File: src/rtl/activate_diff_pipe_reg.sv
// activate_diff_pipe_reg
//   Elastic stage register between the activation unit and the
//   derivative/cost unit. A chain of `depth` register stages carries a
//   lane bus and a side-band bus with valid/ready flow control. Beats move
//   forward whenever the stage ahead is empty or draining, so gaps collapse
//   even while the consumer stalls.
//
// Ports
//   clk        rising-edge clock
//   rst        asynchronous active-high reset (clears valids and data)
//   flush      synchronous discard of every in-flight beat
//   in_valid   upstream beat present
//   in_ready   a beat can be accepted this cycle
//   in_data    lane bus, lane i at [data_size*(size-i)-1 -: data_size]
//   in_side    side-band bus
//   out_valid  last stage holds a beat
//   out_ready  downstream accepts
//   out_data   lane bus of the last stage (registered)
//   out_side   side-band of the last stage (registered)
//   occupancy  number of valid stages, registered with the valids
module activate_diff_pipe_reg #(
    parameter int size      = 3,
    parameter int data_size = 16,
    parameter int side_size = 82,
    parameter int depth     = 2
) (
    input  logic                           clk,
    input  logic                           rst,
    input  logic                           flush,
    input  logic                           in_valid,
    output logic                           in_ready,
    input  logic [data_size*size-1:0]      in_data,
    input  logic [side_size-1:0]           in_side,
    output logic                           out_valid,
    input  logic                           out_ready,
    output logic [data_size*size-1:0]      out_data,
    output logic [side_size-1:0]           out_side,
    output logic [$clog2(depth+1)-1:0]     occupancy
);

    localparam int data_w = data_size * size;
    localparam int occ_w  = $clog2(depth + 1);

    logic [depth-1:0]     valid_reg;
    logic [depth-1:0]     valid_next;
    logic [depth-1:0]     adv;
    logic [depth-1:0]     load;
    logic [data_w-1:0]    data_reg [depth];
    logic [side_size-1:0] side_reg [depth];
    logic [occ_w-1:0]     occ_reg;
    logic [occ_w-1:0]     occ_next;

    // A stage advances when it holds a beat and the stage ahead is either
    // empty or itself advancing. Walking from the output backwards keeps the
    // whole chain in one block, so out_ready ripples to in_ready in a single
    // cycle and a full chain can accept and drain simultaneously.
    always_comb begin
        adv = '0;
        adv[depth-1] = valid_reg[depth-1] & out_ready;
        for (int k = depth - 2; k >= 0; k--) begin
            adv[k] = valid_reg[k] & (~valid_reg[k+1] | adv[k+1]);
        end
    end

    assign in_ready = ~rst & ~flush & (~valid_reg[0] | adv[0]);

    // Flush wins over every load; data registers are left untouched.
    assign valid_next = flush ? '0 : (load | (valid_reg & ~adv));

    always_comb begin
        occ_next = '0;
        for (int k = 0; k < depth; k++) begin
            occ_next = occ_next + occ_w'(valid_next[k]);
        end
    end

    always_ff @(posedge clk or posedge rst) begin
        if (rst) begin
            valid_reg <= '0;
            occ_reg   <= '0;
        end else begin
            valid_reg <= valid_next;
            occ_reg   <= occ_next;
        end
    end

    generate
        for (genvar gi = 0; gi < depth; gi++) begin : g_stage
            logic [data_w-1:0]    stage_data_in;
            logic [side_size-1:0] stage_side_in;

            if (gi == 0) begin : g_head
                // in_ready already includes the flush gate
                assign load[gi]      = in_valid & in_ready;
                assign stage_data_in = in_data;
                assign stage_side_in = in_side;
            end else begin : g_body
                assign load[gi]      = adv[gi-1] & ~flush;
                assign stage_data_in = data_reg[gi-1];
                assign stage_side_in = side_reg[gi-1];
            end

            always_ff @(posedge clk or posedge rst) begin
                if (rst) begin
                    data_reg[gi] <= '0;
                    side_reg[gi] <= '0;
                end else if (load[gi]) begin
                    data_reg[gi] <= stage_data_in;
                    side_reg[gi] <= stage_side_in;
                end
            end
        end
    endgenerate

    assign out_valid = valid_reg[depth-1];
    assign out_data  = data_reg[depth-1];
    assign out_side  = side_reg[depth-1];
    assign occupancy = occ_reg;

endmodule

File: config.mk
export PLATFORM = sky130hd
export DESIGN_NAME = activate_diff_pipe_reg
export DESIGN_NICKNAME = d
export VERILOG_FILES = /design/src/rtl/activate_diff_pipe_reg.sv
export SDC_FILE = /design/constraint.sdc
export NUM_CORES = 1
export LEC_CHECK = 0
export CAP_MARGIN = 0
export CORE_MARGIN = 2
export CORE_UTILIZATION = 52
export DETAILED_ROUTE_END_ITERATION = 10
export GPL_ROUTABILITY_DRIVEN = 0
export GPL_TIMING_DRIVEN = 0
export HOLD_SLACK_MARGIN = 0.02
export PLACE_DENSITY = 0.83
export SYNTH_ARGS = -nofsm -noshare
export SYNTH_HDL_FRONTEND = slang
export SYNTH_SLANG_ARGS = --single-unit
File: constraint.sdc
create_clock -name clk -period 16.5 [get_ports clk]
set_input_delay 3.3 -clock clk [delete_from_list [all_inputs] [get_ports clk]]
set_output_delay 3.3 -clock clk [all_outputs]
set_load 0.01 [all_outputs]
# Yosys cells after proc, flatten, opt, wreduce, memory -nomap -nowiden
# Cells that the tools add are included.
[word_totals]
register_bits = 264
output_inout_bits = 134
input_bits = 135
[op_classes]
bitwise = 15
n_mux = 1
add_sub_neg = 1
[op_table]
columns = ["cell", "n"]
rows = [
  ["AND 1 bit", 6],
  ["NOT 1 bit", 4],
  ["adder 1 x 1 -> 2 bit", 1],
  ["AND 2 bit", 1],
  ["two-way mux 2 bit", 1],
  ["NOT 2 bit", 1],
  ["OR 1 bit", 2],
  ["OR 2 bit", 1],
]

# Logic depth before layout (Yosys ltp)
# Gate-level depths: netlist of the first run.
[logic_depth]
word_depth = 9
ltp_mapped = 6
ltp_nobuf = 4

# Worst setup path before layout of the first run
# Ideal clock, no wire load.
[synth_path]
kind = "input port to output port"
start = "input out_ready"
end = "output in_ready"
setup_slack_ns = 9.563
arrival_time_ns = 3.637
t_required_ns = 13.200
cell_stages = 2
n_path_buf = 0
path_cell_list = "nand3b_1 -> and2_1"
[synth_between]
elab_chain_cells = 5
[synth_lines]
columns = ["item", "line", "text"]
rows = [
  ["from (decl)", "35", "input logic out_ready,"],
  ["AND 1 bit", "59", "adv[depth-1] = valid_reg[depth-1] & out_ready;"],
  ["OR 1 bit", "61", "adv[k] = valid_reg[k] & (~valid_reg[k+1] | adv[k+1]);"],
  ["AND 1 bit", "61", ""],
  ["OR 1 bit", "65", "assign in_ready = ~rst & ~flush & (~valid_reg[0] | adv[0]);"],
  ["AND 1 bit", "65", ""],
  ["to (decl)", "31", "output logic in_ready,"],
]
# No other way between the ends.

# Final worst setup path of the first run
[layout_path]
start = "input rst"
end = "output in_ready"
[layout_between]
elab_chain_cells = 3
[layout_lines]
columns = ["item", "line", "text"]
rows = [
  ["from (decl)", "28", "input logic rst,"],
  ["NOT 1 bit", "65", ""],
  ["AND 1 bit (2 in series)", "65", ""],
]
# No other way between the ends.

==> Implementation_results.wiki, run 1 <==
{| class="wikitable"
! Metric !! Value
|-
| Outcome || finished clean
|-
| Full die area || 20,000 sq um
|-
| Final period util || 0.484
|-
| Die outline height || around 140 microns
|-
| Synthesized netlist net count || 699
|-
| Switching power share of the total || 0.252
|-
| Count of antenna-violating nets left after detailed routing || 0
|-
| Number of buffers added to fix hold violations after cts || 0
|-
| Remaining global-route overflow || 0
|-
| Critical path data arrival time || 4680 ps
|-
| Worst Path Class, Setup || input port to output port
|-
| Final Hold Viols || 0
|-
| Flip-flop and latch count after synthesis || 264
|-
| DP HPWL || 15.5 mm
|-
| Summed instance area of the synthesized netlist || 9830 sq um
|-
| Number of global-route vias before repair || 6,531
|-
| Fraction of power consumed by combinational cells || 0.236
|-
| Worst r2r path cells || 6
|-
| Standard cell core area || 18,600 sq um
|-
| Sequential group share of total power || 0.446
|-
| Top-area cell type share of the netlist area || 0.672
|-
| Routed vias/inst || 5.14
|-
| Port buffer count || 268
|-
| Number of filler cells placed in the layout || 1,180
|-
| Clock network fraction of total power || 0.317
|-
| Leading cell types in the layout, fill and taps excluded || sky130_fd_sc_hd__clkdlybuf4s50_1 (268), sky130_fd_sc_hd__dfrtp_1 (264), sky130_fd_sc_hd__mux2_1 (219)
|-
| DP Worst Slack || 8530 ps
|-
| Multiplexer share of the synthesized area || 0.298
|-
| Type of destination of the critical path || output port
|-
| Largest net degree at the start of global routing || 146
|-
| Critical path fanouts, max || 2
|-
| Cell-internal power || 1.50 mW
|-
| Synth Area in Compound Gates || 0.000509
|-
| Detailed-routing iteration count for the pre-antenna-repair pass || 4
|-
| TNS Setup || 0 ps
|-
| Routed vias || 5,745
|-
| Post-route core utilization || 0.740
|-
| Fraction of the mapped netlist area in simple logic gates || 0.00496
|-
| Clk slew on worst S/H paths || 60 ps
|-
| Clock tree from TritonCTS || yes
|-
| Drt drc || 0
|-
| Sequential cell area in the final layout || ~6600 sq um
|-
| Area added between synthesis and finish || 40.3%
|-
| Overall track demand over capacity in global routing || 0.220
|-
| RSZ-0062 raised after global routing || false
|-
| CTS H-Tree Depth || 1
|-
| Number of violations of the max-capacitance limit || 0
|-
| Post-synthesis adder-cell area fraction || 0.00127
|-
| Reported net switching power || slightly above 0.5 mW
|-
| Total CTS buffers || 28
|-
| Row cnt || 50
|-
| Setup-failing EPs final || 0
|-
| Endpoint required time on the critical path || 13,200 ps
|-
| Cell chosen for the clock root || sky130_fd_sc_hd__clkbuf_16
|-
| Relative slew margins || 0.451
|-
| Worst hold path type || flop to flop
|-
| VDD IR max || 0.000142 V
|-
| Transition time at the pin with the least slew margin || a little over 800 ps
|-
| Pwr/cell area || 146 nW/um^2
|-
| Initial core utilization || 0.528
|-
| Crit path setup slack, layout || 8520 ps
|-
| Maximum clock frequency || 125 MHz
|-
| Post-layout minimum cycle time || 7980 ps
|-
| Cell taking the most area after synthesis || sky130_fd_sc_hd__dfrtp_1
|-
| Clock skew after layout || 7.06 ps
|-
| Final layout net count || 998
|-
| Routed wire per std cell || 19.4 microns
|-
| Detailed router's first-iteration violation count || 131
|-
| Max-slew violations || 0
|-
| Largest cells by area after synthesis || sky130_fd_sc_hd__dfrtp_1 (67%), sky130_fd_sc_hd__mux2_1 (25%), sky130_fd_sc_hd__mux2_2 (4.7%), sky130_fd_sc_hd__buf_6 (1.1%), sky130_fd_sc_hd__buf_4 (0.84%)
|-
| Tot Pwr || 2.01 mW
|-
| Number of cells produced by synthesis || 563
|-
| Count of instances resized after the clock tree is built || 0
|-
| Initial antenna violation count || 0
|-
| Leak || about 6.1 nW
|-
| Sequential area share after synthesis || 0.672
|-
| Maximum count of clock buffers along a single path || 3
|-
| Number of stages on the worst hold path || 1
|-
| Multi-input gate area in the final layout || 2990 sq um
|-
| Clock latency of the later-clocked register in the worst-skew pair || 520 ps
|-
| Leading cell type in the layout, fill and taps excluded || sky130_fd_sc_hd__clkdlybuf4s50_1
|-
| I/O pin count || 269
|-
| Global-route wire length before repair || 34.7 mm
|-
| Number of clock sinks || roughly 260
|-
| Average cell area after synthesis || 17.5 sq um
|-
| Postcts setup bufs || 0
|-
| Share of the synthesized netlist area taken by xor and xnor gates || 0
|-
| Unique cell type count in the Yosys netlist || 15
|-
| CP startpoint kind || input port
|-
| Proportion of layout cells with a drive suffix above 1 || 0.130
|-
| Warning count from the yosys run || 0
|-
| Total wire length || 21.7 mm
|-
| Die Wd || approximately 140 microns
|-
| Dominant combinational cell family by area after synthesis || multiplexers
|-
| Antenna diodes || 0
|}
-- metrics by stage --
stage | cells | hold slack, ps | instance area [sq um]
4_1_cts | 1118 | 486 | 13800
6_report | 1118 | 481 | 13800
3_3_place_gp | 1065 | 465 | 12800
2_1_floorplan | 563 | 459 | 9830
5_1_grt | 1118 | 501 | 13800
3_5_place_dp | 1066 | 472 | 12800
-- routing by layer --
layer | wire length (microns) | track usage
met3 | 1890 | 0.0732
met2 | 10900 | 0.384
met4 | 601 | 0.0621
met1 | 8370 | 0.263
met5 | 0 | 0
-- power groups by stage --
stage | sequential (mW) | clock [mW] | combinational, mW
floorplan | 0.942 | 0 | 0.133
global placement | 0.895 | 0 | 0.462
detailed placement | 0.909 | 0 | 0.478
CTS | 0.900 | 0.652 | 0.483
global route | 0.918 | 0.679 | 0.510
finish | 0.898 | 0.639 | 0.475
-- cells by family after synthesis --
family	count (synthesis)
AOI/OAI and AO/OA	1
buffers and inverters	29
DFF	264
muxes	260
adders and majority gates	1
and+or+nand+nor	8
-- critical path, cell delays in order --
cell,delay [ps]
sky130_fd_sc_hd__clkdlybuf4s50_1,520
sky130_fd_sc_hd__nor2_1,180
sky130_fd_sc_hd__and2_1,160
sky130_fd_sc_hd__clkdlybuf4s50_1,530
-- Yosys cell counts --
master,number
sky130_fd_sc_hd__nor2_1,3
sky130_fd_sc_hd__nor3b_2,1
sky130_fd_sc_hd__and2_1,1
sky130_fd_sc_hd__mux2_2,41
sky130_fd_sc_hd__inv_1,1
sky130_fd_sc_hd__mux2_1,219
sky130_fd_sc_hd__nand3b_1,1
sky130_fd_sc_hd__nand3_1,1
sky130_fd_sc_hd__nor2b_1,1
sky130_fd_sc_hd__ha_1,1
sky130_fd_sc_hd__a21oi_1,1
sky130_fd_sc_hd__buf_4,11
sky130_fd_sc_hd__dfrtp_1,264
sky130_fd_sc_hd__buf_6,10
sky130_fd_sc_hd__buf_2,7
-- path summary, 6_finish.rpt --
path / end / slack (ps) / start
max: in_ready / 8520 / rst
min reg2reg: out_data[36] / 480 / g_stage[1].stage_data_in[36]
min in group asynchronous: out_data[34] / 3360 / rst
max reg2reg: occupancy[0] / 14600 / valid_reg[0]
max in group asynchronous: g_stage[1].stage_data_in[22] / 11990 / rst
min: out_data[36] / 480 / g_stage[1].stage_data_in[36]
-- cell type report --
| cell class | count | area share |
|---|---|---|
| buffer | 28 | 0.0167 |
| clock buffer | 44 | 0.0610 |
| clock inverter | 8 | 0.00834 |
| inverter | 1 | 0.000816 |
| multi-input combinational | 270 | 0.217 |
| sequential | 264 | 0.479 |
| tap | 234 | 0.0212 |
| timing repair buffer | 269 | 0.196 |
Power figures use the tool's default switching activity.
==> run 2, diff against run 1 <==
--- a/config.mk
+++ b/config.mk
@@ -7,12 +7,12 @@
 export LEC_CHECK = 0
 export CAP_MARGIN = 0
 export CORE_MARGIN = 2
-export CORE_UTILIZATION = 52
+export CORE_UTILIZATION = 48
 export DETAILED_ROUTE_END_ITERATION = 10
 export GPL_ROUTABILITY_DRIVEN = 0
 export GPL_TIMING_DRIVEN = 0
 export HOLD_SLACK_MARGIN = 0.02
-export PLACE_DENSITY = 0.83
+export PLACE_DENSITY = 0.78
 export SYNTH_ARGS = -nofsm -noshare
 export SYNTH_HDL_FRONTEND = slang
 export SYNTH_SLANG_ARGS = --single-unit
==> constraint.sdc (replaced) <==
create_clock -name clk -period 7.7 [get_ports clk]
set_input_delay 1.54 -clock clk [delete_from_list [all_inputs] [get_ports clk]]
set_output_delay 1.54 -clock clk [all_outputs]
set_load 0.01 [all_outputs]
==> Implementation_results.wiki, run 2 (synthesis gave the netlist of run 1 again) <==
{| class="wikitable"
! Metric !! Value
|-
| Maximum clock frequency || between 200 and 250 MHz
|-
| Total wire length || 21.4 mm (-1.7%)
|-
| RSZ-0062 raised after global routing || false
|-
| Clock tree from TritonCTS || yes
|-
| Number of global-route vias before repair || 6,604 (+1.1%)
|-
| Outcome || finished clean
|-
| Final Hold Viols || 0 (unchanged)
|-
| Final layout net count || 1,004 (+0.60%)
|-
| Leading cell type in the layout, fill and taps excluded || sky130_fd_sc_hd__clkdlybuf4s50_1
|-
| DP HPWL || 15.7 mm (+1.0%)
|-
| Endpoint required time on the critical path || 6160 ps (-7040 ps)
|-
| Setup-failing EPs final || 0 (unchanged)
|-
| Leading cell types in the layout, fill and taps excluded || sky130_fd_sc_hd__clkdlybuf4s50_1 (268), sky130_fd_sc_hd__dfrtp_1 (264), sky130_fd_sc_hd__mux2_1 (219)
|-
| Global-route wire length before repair || 35.4 mm (+2.0%)
|-
| Number of violations of the max-capacitance limit || 0 (unchanged)
|-
| Final period util || 0.570
|-
| Die outline height || 147 microns (+4.0%)
|-
| Antenna diodes || 0 (unchanged)
|-
| Remaining global-route overflow || 0 (unchanged)
|-
| VDD IR max || 0.000223 V (+57%)
|-
| Area added between synthesis and finish || 41.8%
|-
| Clock latency of the later-clocked register in the worst-skew pair || 520 ps (about the same)
|-
| Initial core utilization || 0.488 (-0.0399)
|-
| Transition time at the pin with the least slew margin || 566 ps (-257 ps)
|-
| Combined buffer and inverter count along the critical path || 2 (unchanged)
|-
| Delay of the slowest critical-path stage || 530 ps (about the same)
|-
| Cell-by-cell trace of the critical path || clkdlybuf4s50_1, nor2_1, and2_1, clkdlybuf4s50_1
|-
| CP startpoint kind || input port
|-
| Cell chosen for the clock root || sky130_fd_sc_hd__clkbuf_16
|-
| Detailed-routing iteration count for the pre-antenna-repair pass || 3 (-1)
|-
| I/O pin count || 269 (unchanged)
|-
| Clk slew on worst S/H paths || 60 ps (about the same)
|-
| Largest net degree at the start of global routing || 49 (-66%)
|-
| Most frequent cell on the critical path || sky130_fd_sc_hd__clkdlybuf4s50_1
|-
| Metal1 wirelength || 8.31 mm (-0.74%)
|-
| Die Wd || 147 microns (+4.0%)
|-
| Drt drc || 0 (unchanged)
|-
| Number of buffers added to fix hold violations after cts || 0 (unchanged)
|-
| CTS H-Tree Depth || 1 (unchanged)
|-
| Count of instances resized after the clock tree is built || 0 (unchanged)
|-
| Total CTS buffers || 29 (+3.6%)
|-
| Relative slew margins || 0.622 (+0.171)
|-
| Maximum count of clock buffers along a single path || 3 (unchanged)
|-
| Standard cell core area || 20,200 sq um (+8.2%)
|-
| Full die area || 21,600 sq um (+8.1%)
|-
| Type of destination of the critical path || output port
|-
| Row cnt || 52 (+4.0%)
|-
| Leak || 6.11 nW (+0.71%)
|-
| Metal2 WL || 10.6 mm (-2.6%)
|-
| Detailed router's first-iteration violation count || 127 (-3.1%)
|-
| Max-slew violations || 0 (unchanged)
|-
| Top metal layer carrying routed signals || met4
|-
| Port buffer count || 268 (unchanged)
|-
| Critical path fanouts, max || 4 (+2)
|-
| Overall track demand over capacity in global routing || 0.204 (-0.0159)
|-
| Pwr/cell area || 310 nW/um^2 (+110%)
|-
| Worst-path cell with the longest stage delay || sky130_fd_sc_hd__clkdlybuf4s50_1
|-
| Postcts setup bufs || 0 (unchanged)
|-
| Met3 WL || 1.99 mm (+5.5%)
|-
| Clock skew after layout || 9.74 ps (+2.69 ps)
|-
| Post-layout minimum cycle time || 4390 ps
|-
| Proportion of layout cells with a drive suffix above 1 || 0.138 (+0.00827)
|-
| Routed vias/inst || 4.95 (-3.7%)
|-
| Number of cells after detailed placement || 1,107 (+3.8%)
|-
| Tot Pwr || 4.32 mW (+110%)
|-
| Cell family contributing the most delay on the critical path || buffers and inverters
|-
| Worst Path Class, Setup || input port to output port
|-
| Critical path data arrival time || 2850 ps (-1830 ps)
|-
| Worst hold path type || flop to flop
|-
| Number of clock sinks || 264 (unchanged)
|-
| TNS Setup || 0 ps (unchanged)
|-
| Routed vias || 5,734 (-0.19%)
|-
| Count of antenna-violating nets left after detailed routing || 0 (unchanged)
|-
| Final non-filler cell total || 1,159 (+3.7%)
|-
| Routed wire per std cell || 18.4 microns (-5.2%)
|-
| Initial antenna violation count || 0 (unchanged)
|}
[run 2: layout make-up]
cell class	instances	area [sq um]
Multi-Input combinational cell	270	2990
Clock inverter	11	136
Tap cell	270	338
Timing Repair Buffer	274	2800
Sequential cell	264	6610
Fill cell	1342	6220
Buffer	28	230
Clock buffer	41	831
Inverter	1	7.51
[run 2: where the power goes]
group | leakage [nW] | switching, mW | total [mW] | internal [mW]
clock network | 0.478 | 0.525 | 1.37 | 0.847
registers | 3.21 | 0.181 | 1.92 | 1.74
logic | 2.42 | 0.382 | 1.02 | 0.638
[run 2: worst register-to-register path: stages (launching register included)]
cell                       delay [ps]
sky130_fd_sc_hd__dfrtp_1          400
sky130_fd_sc_hd__nand3b_1         130
sky130_fd_sc_hd__nand3_1          250
sky130_fd_sc_hd__buf_4            300
sky130_fd_sc_hd__buf_4            200
sky130_fd_sc_hd__a21oi_1          210
sky130_fd_sc_hd__ha_1             270
[run 2: per-stage QoR]
step	cell area (sq um)	worst slack (ps)	utilization	hold WS, ps
6_report	13900	3310	0.691	482
5_1_grt	13900	3250	0.691	497
4_1_cts	13900	3300	0.691	487
3_5_place_dp	13000	3310	0.643	474
3_3_place_gp	12900	1250	0.638	465
2_1_floorplan	9840	2680	-	459
[run 2: worst paths after layout]
kind                              start  slack (ps)  cells after the start            to
max                               flush        3310                      4      in_ready
min                        out_data[42]         480                      1  out_data[42]
max reg2reg                valid_reg[1]        5820                      6  occupancy[0]
min reg2reg                out_data[42]         480                      1  out_data[42]
max in group asynchronous           rst        5130                      5  out_side[52]
min in group asynchronous           rst        1450                      2   out_side[5]
[run 2: per-layer routing]
metal / vias to the layer above / GRT usage
met3: 35 / 0.0755
li1: 2584 / -
met2: 198 / 0.349
met4: 0 / 0.0476
met1: 2917 / 0.249
met5: - / 0
